**config.mk**
```make
export PLATFORM = sky130hd
export DESIGN_NAME = ifu_sram_rsp
export DESIGN_NICKNAME = d
export VERILOG_FILES = /design/src/rtl/ifu_sram_rsp_pkg.sv /design/src/rtl/axi4_burst_addr_gen.sv /design/src/rtl/ifu_sram_rsp.sv
export SDC_FILE = /design/constraint.sdc
export NUM_CORES = 1
export LEC_CHECK = 0
export ABC_CLOCK_PERIOD_IN_PS = 9500
export BUFFER_PORTS_ARGS = -buffer_cell sky130_fd_sc_hd__buf_4
export CORE_AREA = 3 3 121 123
export DETAILED_ROUTE_END_ITERATION = 6
export DIE_AREA = 0 0 124 126
export PLACE_DENSITY = 0.74
export SYNTH_ARGS = -nofsm -noshare
export SYNTH_HDL_FRONTEND = slang
export SYNTH_SLANG_ARGS = --single-unit
```
**constraint.sdc**
```tcl
create_clock -name clock -period 9.5 [get_ports clock]
set_input_delay 0.475 -clock clock [delete_from_list [all_inputs] [get_ports clock]]
set_output_delay 0.475 -clock clock [all_outputs]
set_load 0.02 [all_outputs]
```
**src/rtl/ifu_sram_rsp_pkg.sv**
```systemverilog
// ----------------------------------------------------------------------------
// ifu_sram_rsp_pkg
// Shared encodings for the instruction-fetch SRAM read responder and the AXI4
// burst address generator:
//   - AXI4 burst encodings (FIXED / INCR / WRAP)
//   - AXI4 response encodings (OKAY / SLVERR)
//   - AXI4_RRESP_BUS / AXI4_RID_BUS bus widths
//   - responder FSM state encoding
//   - wrap_len_ok(): legal WRAP burst lengths (2, 4, 8 or 16 beats)
// ----------------------------------------------------------------------------
package ifu_sram_rsp_pkg;

    localparam int AXI4_RRESP_BUS = 2;
    localparam int AXI4_RID_BUS   = 4;

    localparam logic [1:0] AXI4_BURST_FIXED = 2'b00;
    localparam logic [1:0] AXI4_BURST_INCR  = 2'b01;
    localparam logic [1:0] AXI4_BURST_WRAP  = 2'b10;

    localparam logic [1:0] AXI4_RESP_OKAY   = 2'b00;
    localparam logic [1:0] AXI4_RESP_SLVERR = 2'b10;

    typedef enum logic [2:0] {
        ST_IDLE  = 3'd0,
        ST_DELAY = 3'd1,
        ST_FETCH = 3'd2,
        ST_LOAD  = 3'd3,
        ST_RESP  = 3'd4
    } state_t;

    // WRAP is only meaningful for 2, 4, 8 or 16 beats (arlen 1, 3, 7, 15).
    function automatic logic wrap_len_ok(input logic [7:0] len);
        return (len == 8'd1) || (len == 8'd3) || (len == 8'd7) || (len == 8'd15);
    endfunction

endpackage

```
**src/rtl/axi4_burst_addr_gen.sv**
```systemverilog
// ----------------------------------------------------------------------------
// axi4_burst_addr_gen
// Purely combinational AXI4 next-beat address calculator, shared by the read
// and write responders.
// Ports:
//   addr      in  ADDR_W  current beat byte address
//   size      in  3       log2 of bytes per beat
//   len       in  8       burst length minus 1
//   burst     in  2       burst type
//   next_addr out ADDR_W  address of the following beat
// FIXED keeps the address, INCR adds 1<<size (modulo 2^ADDR_W), WRAP with a
// legal length wraps inside the aligned (len+1)<<size block; WRAP with an
// illegal length and the reserved encoding both fall back to INCR.
// ----------------------------------------------------------------------------
module axi4_burst_addr_gen
    import ifu_sram_rsp_pkg::*;
#(
    parameter int ADDR_W = 32
) (
    input  logic [ADDR_W-1:0] addr,
    input  logic [2:0]        size,
    input  logic [7:0]        len,
    input  logic [1:0]        burst,
    output logic [ADDR_W-1:0] next_addr
);

    localparam logic [ADDR_W-1:0] ONE = ADDR_W'(1);

    logic [ADDR_W-1:0] step;
    logic [ADDR_W-1:0] incr_addr;
    logic [ADDR_W-1:0] wrap_mask;

    always_comb begin
        step      = ONE << size;
        incr_addr = addr + step;
        // Mask of the offset bits inside the wrap block.
        wrap_mask = ((ADDR_W'(len) + ONE) << size) - ONE;
        next_addr = incr_addr;
        case (burst)
            AXI4_BURST_FIXED: next_addr = addr;
            AXI4_BURST_WRAP: begin
                if (wrap_len_ok(len)) begin
                    next_addr = (addr & ~wrap_mask) | (incr_addr & wrap_mask);
                end
            end
            default: next_addr = incr_addr;
        endcase
    end

endmodule

```
**src/rtl/ifu_sram_rsp.sv**
```systemverilog
// ----------------------------------------------------------------------------
// ifu_sram_rsp
// AXI4 read-only responder between the IFU's AXI master port and a
// synchronous instruction SRAM. Accepts one AR request at a time, reads one
// SRAM word per beat and returns R beats with rid/rresp/rlast.
// Ports:
//   clock, reset           clock; asynchronous active-low reset
//   arvalid_i/arready_o    AR handshake; araddr_i, arid_i, arlen_i,
//                          arsize_i, arburst_i carry the request
//   rvalid_o/rready_i      R handshake; rdata_o, rresp_o, rlast_o, rid_o
//   mem_en_o, mem_addr_o   SRAM read strobe and byte address
//   mem_rdata_i            SRAM read data, valid the cycle after mem_en_o
// Optional build macro IFU_SRAM_RSP_ADDR_CHECK_EN: beats outside
// [MEM_BASE, MEM_BASE+MEM_SIZE), and every beat of a reserved-burst request,
// skip the SRAM read and return SLVERR with zero data.
// Every output is decoded from the state or from registers.
// ----------------------------------------------------------------------------
module ifu_sram_rsp
    import ifu_sram_rsp_pkg::*;
#(
    parameter int                ADDR_W   = 32,
    parameter int                DATA_W   = 32,
    parameter int                ID_W     = 4,
    parameter int                LATENCY  = 0,
    parameter logic [ADDR_W-1:0] MEM_BASE = 'h8000_0000,
    parameter logic [ADDR_W-1:0] MEM_SIZE = 'h0800_0000
) (
    input  logic                      clock,
    input  logic                      reset,
    input  logic                      arvalid_i,
    output logic                      arready_o,
    input  logic [ADDR_W-1:0]         araddr_i,
    input  logic [ID_W-1:0]           arid_i,
    input  logic [7:0]                arlen_i,
    input  logic [2:0]                arsize_i,
    input  logic [1:0]                arburst_i,
    output logic                      rvalid_o,
    input  logic                      rready_i,
    output logic [DATA_W-1:0]         rdata_o,
    output logic [AXI4_RRESP_BUS-1:0] rresp_o,
    output logic                      rlast_o,
    output logic [ID_W-1:0]           rid_o,
    output logic                      mem_en_o,
    output logic [ADDR_W-1:0]         mem_addr_o,
    input  logic [DATA_W-1:0]         mem_rdata_i
);

    generate
        if (DATA_W < 8 || DATA_W > 64 || (DATA_W & (DATA_W - 1)) != 0 ||
            ID_W != AXI4_RID_BUS || LATENCY < 0 || LATENCY > 255 ||
            (64'(MEM_BASE) + 64'(MEM_SIZE)) > (64'd1 << ADDR_W)) begin : g_param_error
            $error("ifu_sram_rsp: illegal parameter setting");
        end
    endgenerate

    state_t state_reg;
    state_t state_next;

    logic [ADDR_W-1:0]         cur_addr;
    logic [ID_W-1:0]           id_q;
    logic [7:0]                len_q;
    logic [2:0]                size_q;
    logic [1:0]                burst_q;
    logic [7:0]                beat_cnt;
    logic [7:0]                dly_cnt;
    logic [DATA_W-1:0]         rdata_q;
    logic [AXI4_RRESP_BUS-1:0] rresp_q;

    logic [ADDR_W-1:0] next_addr;
    logic              last_beat;
    logic              beat_err;

    assign last_beat = (beat_cnt == len_q);

`ifdef IFU_SRAM_RSP_ADDR_CHECK_EN
    // Subtract-then-compare keeps the window test free of overflow at the
    // top of the address space.
    assign beat_err = (burst_q == 2'b11) || (cur_addr < MEM_BASE) ||
                      ((cur_addr - MEM_BASE) >= MEM_SIZE);
`else
    assign beat_err = 1'b0;
`endif

    axi4_burst_addr_gen #(
        .ADDR_W (ADDR_W)
    ) u_addr_gen (
        .addr      (cur_addr),
        .size      (size_q),
        .len       (len_q),
        .burst     (burst_q),
        .next_addr (next_addr)
    );

    // ---------------- state register ----------------
    always_ff @(posedge clock or negedge reset) begin
        if (!reset) begin
            state_reg <= ST_IDLE;
        end else begin
            state_reg <= state_next;
        end
    end

    // ---------------- next-state logic ----------------
    always_comb begin
        state_next = state_reg;
        case (state_reg)
            ST_IDLE: begin
                if (arvalid_i) begin
                    state_next = (LATENCY > 0) ? ST_DELAY : ST_FETCH;
                end
            end
            ST_DELAY: begin
                if (dly_cnt <= 8'd1) begin
                    state_next = ST_FETCH;
                end
            end
            ST_FETCH: state_next = ST_LOAD;
            ST_LOAD:  state_next = ST_RESP;
            ST_RESP: begin
                if (rready_i) begin
                    state_next = last_beat ? ST_IDLE : ST_FETCH;
                end
            end
            default:  state_next = ST_IDLE;
        endcase
    end

    // ---------------- request / beat datapath ----------------
    always_ff @(posedge clock or negedge reset) begin
        if (!reset) begin
            cur_addr <= '0;
            id_q     <= '0;
            len_q    <= '0;
            size_q   <= '0;
            burst_q  <= '0;
            beat_cnt <= '0;
            dly_cnt  <= '0;
            rdata_q  <= '0;
            rresp_q  <= AXI4_RESP_OKAY;
        end else begin
            case (state_reg)
                ST_IDLE: begin
                    if (arvalid_i) begin
                        cur_addr <= araddr_i;
                        id_q     <= arid_i;
                        len_q    <= arlen_i;
                        size_q   <= arsize_i;
                        burst_q  <= arburst_i;
                        beat_cnt <= '0;
                        dly_cnt  <= 8'(LATENCY);
                    end
                end
                ST_DELAY: dly_cnt <= dly_cnt - 8'd1;
                ST_LOAD: begin
                    // cur_addr is unchanged since FETCH, so beat_err still
                    // describes the beat whose data arrives now.
                    rdata_q <= beat_err ? '0 : mem_rdata_i;
                    rresp_q <= beat_err ? AXI4_RESP_SLVERR : AXI4_RESP_OKAY;
                end
                ST_RESP: begin
                    if (rready_i && !last_beat) begin
                        cur_addr <= next_addr;
                        beat_cnt <= beat_cnt + 8'd1;
                    end
                end
                default: ;
            endcase
        end
    end

    // ---------------- output decode ----------------
    always_comb begin
        arready_o  = 1'b0;
        rvalid_o   = 1'b0;
        rlast_o    = 1'b0;
        mem_en_o   = 1'b0;
        mem_addr_o = '0;
        case (state_reg)
            ST_IDLE:  arready_o = 1'b1;
            ST_FETCH: begin
                mem_en_o   = ~beat_err;
                mem_addr_o = cur_addr;
            end
            ST_RESP: begin
                rvalid_o = 1'b1;
                rlast_o  = last_beat;
            end
            default: ;
        endcase
    end

    assign rdata_o = rdata_q;
    assign rresp_o = rresp_q;
    assign rid_o   = id_q;

endmodule

```
==> results.md <==
- R2R Path Start: size_q[1]$_DFFE_PN0P_
- Ys flop type: dfrtp_1
- WP depth: 8
- CTS root buf: clkbuf_16
- Final hold violations: 0
- Pin count of the biggest net entering global routing: 78
- Height of the die: 126 µm
- VDD IR-drop max: 0.184 mV
- Share of cells above drive strength 1: 24.9%
- CP max stage delay: 970 ps
- Pwr per Cell Area: 356 nW/µm²
- Initial Utilization: 49.0%
- Pleak: 3.74 nW
- Status: finished clean
- Ant diodes: 0
- Tightest hold margin: 12.2 ps
- Worst path top cell family by delay: compound AO/OA/AOI/OAI gates
- Sum of negative setup slack: 0 ps
- CTS H-tree depth: 3
- Crit path max fanout: 31
- CP endpoint kind: flip-flop
- Via count: 6,331
- Syn Inst Count: 789
- Data required, critical path: 9780 ps
- Worst-path clk slew: 80 ps
- Sequential element share of the synthesized area: 37.1%
- Max frequency: 234 MHz
- Initial antenna violation count: 0
- Max clock buf depth: 2
- CTS sink count: 100
- Post-route DRC: 0
- I/O pins: 159
- # Post-CTS Setup Buffers: 0
- Distinct cells, synth: 77
- 1st-pass router iterations: 5
- Max-cap violations: 0
- Die boundary width: 124 µm
- #FFs+latches synth: 100
- Final critical-path setup slack: 5220 ps
- GPL Wtd Cong: 0.958
- Tmin final: 4280 ps
- Crit path max-delay cell type: dfrtp_1
- Yosys warns: 0
- Clock skew: 8.49 ps
- Tightest Pin Transition: 1180 ps
- R2R Setup Slk: 5220 ps
- Filler Cells Inserted: 1,293
- Congestion Overflow GR: 0
- # setup viols final: 0
- Die area: 15,600 µm²
- Port-buffer cells: 156
- Post-CTS Resized: 0
- Vias/cell: 5.77
- HPWL Detailed: 13.4 mm
- R2R depth: 8
- Final non-filler cell area: 8280 µm²
- FFs w/ async S/R, synth: 100%
- Number of flops mapped to enable cells by yosys: 0
- CP Cell Sequence: clkinv_1, o2111ai_1, o2bb2ai_1, nor4b_1, and2_1, a22o_1, a32oi_1, o22ai_2
- Hold Path Class: in2async
- Max Slew Vio Count: 0
- WS Path Type: reg2reg
- First-pass GRT wire length: 30.0 mm
- Vias in the first global route: 5,870
- Post-Syn Area per Cell: 8.55 µm²
- Nets: 1,014
- Most frequent cell after synthesis: nand2_1
- Final wirelength: 18.5 mm
- RSZ-0062 raised after global routing: false
- Synth top area cells: dfrtp_1 37%, nand2_1 5.7%, mux2_2 5.5%
- CP startpoint kind: flip-flop
- Finished Core Util: 60.1%
- Row count: 43
- Gr usage total: 23.9%
- Netlist Area Pre-Place: 6740 µm²
- Crit. Startpoint: size_q[1]$_DFFE_PN0P_
- CTS Hold Bufs: 0
- Num CTS Buffers: 9
- Area after DPL: 7960 µm²
- Synth area leader: dfrtp_1
- Clock latency on the worst-skew pair: 360 ps
- Share of the synthesized area in the top cell type: 37.1%
- Synth-to-Final Area Change: 22.8%
- Fin crit share: 45.0%
- CP arrival: 4550 ps
- CTS tree: yes
- ANT nets after route: 0
- Initial drt markers: 487
- CP Buf/Inv Count: 1
- Pre-CTS setup slack: 5380 ps
- Top cells by count, synth: 103 x nand2_1, 100 x dfrtp_1, 50 x nor2_1
- Routed WL per cell: 16.8 µm
- Core area: 13,800 µm²
- Rel. slew slack: 21.2%
[placed cells by master (no fill, tap or decap), drive strengths merged, types with 12 or more instances in the layout]
cell,instances
nand4,13
nor4,14
mux2,33
ha,15
nand3,33
o21ai,48
nor3,15
a31oi,15
nor2,51
buf,161
o22ai,13
inv,29
and2,37
o211ai,18
dfrtp,100
xnor2,12
a21oi,49
nand2,103
xor2,20
[how the worst min path moves through the flow]
| stage | cells after the start | endpoint |
|---|---|---|
| after detailed placement | 1 | rid_o[0]$_DFFE_PN0P_ |
| after global routing | 1 | rid_o[0]$_DFFE_PN0P_ |
| after CTS | 1 | size_q[1]$_DFFE_PN0P_ |
| after global placement | 1 | rid_o[0]$_DFFE_PN0P_ |
| after floorplan | 0 | asynchronous set/reset pin |
| final | 1 | rid_o[0]$_DFFE_PN0P_ |
[routing by layer]
metal / vias up / global-route usage [%] / share of wire (%)
met5: - / 0 / 0
li1: 3116 / - / -
met3: 26 / 3.10 / 5.3
met1: 2985 / 33.9 / 45
met4: 0 / 8.05 / 2.0
met2: 204 / 37.8 / 47
[cells by family after synthesis]
kind of cell / synth area share (%)
AOI/OAI and AO/OA: 20.8
xor gates and xnor gates: 4.16
adders and majority gates: 3.08
buffers and inverters: 5.21
DFF: 37.1
and+or+nand+nor: 23.2
other: 0.0556
muxes: 6.44
[metrics by stage]
stage	total power [mW]	std cells
6_report	2.95	1098
5_1_grt	3.18	1098
4_1_cts	2.95	1098
3_5_place_dp	2.54	1082
3_3_place_gp	2.51	1082
2_1_floorplan	2.02	790
[report_power, final]
group / switching, mW / internal (mW) / total, mW
combinational: 0.932 / 0.716 / 1.65
sequential: 0.277 / 0.623 / 0.900
clock: 0.181 / 0.217 / 0.398
total: 1.39 / 1.56 / 2.95
[area by class of cell]
class / count / area [µm²] / share of cell area (%)
Inverter: 30 / 113 / 1.36
Tap cell: 180 / 225 / 2.72
Clock inverter: 6 / 83.8 / 1.01
Timing Repair Buffer: 161 / 1210 / 14.6
Clock buffer: 10 / 239 / 2.89
Sequential cell: 100 / 2500 / 30.2
Multi-Input combinational cell: 611 / 3910 / 47.2
(Power assumes the default switching activity.)
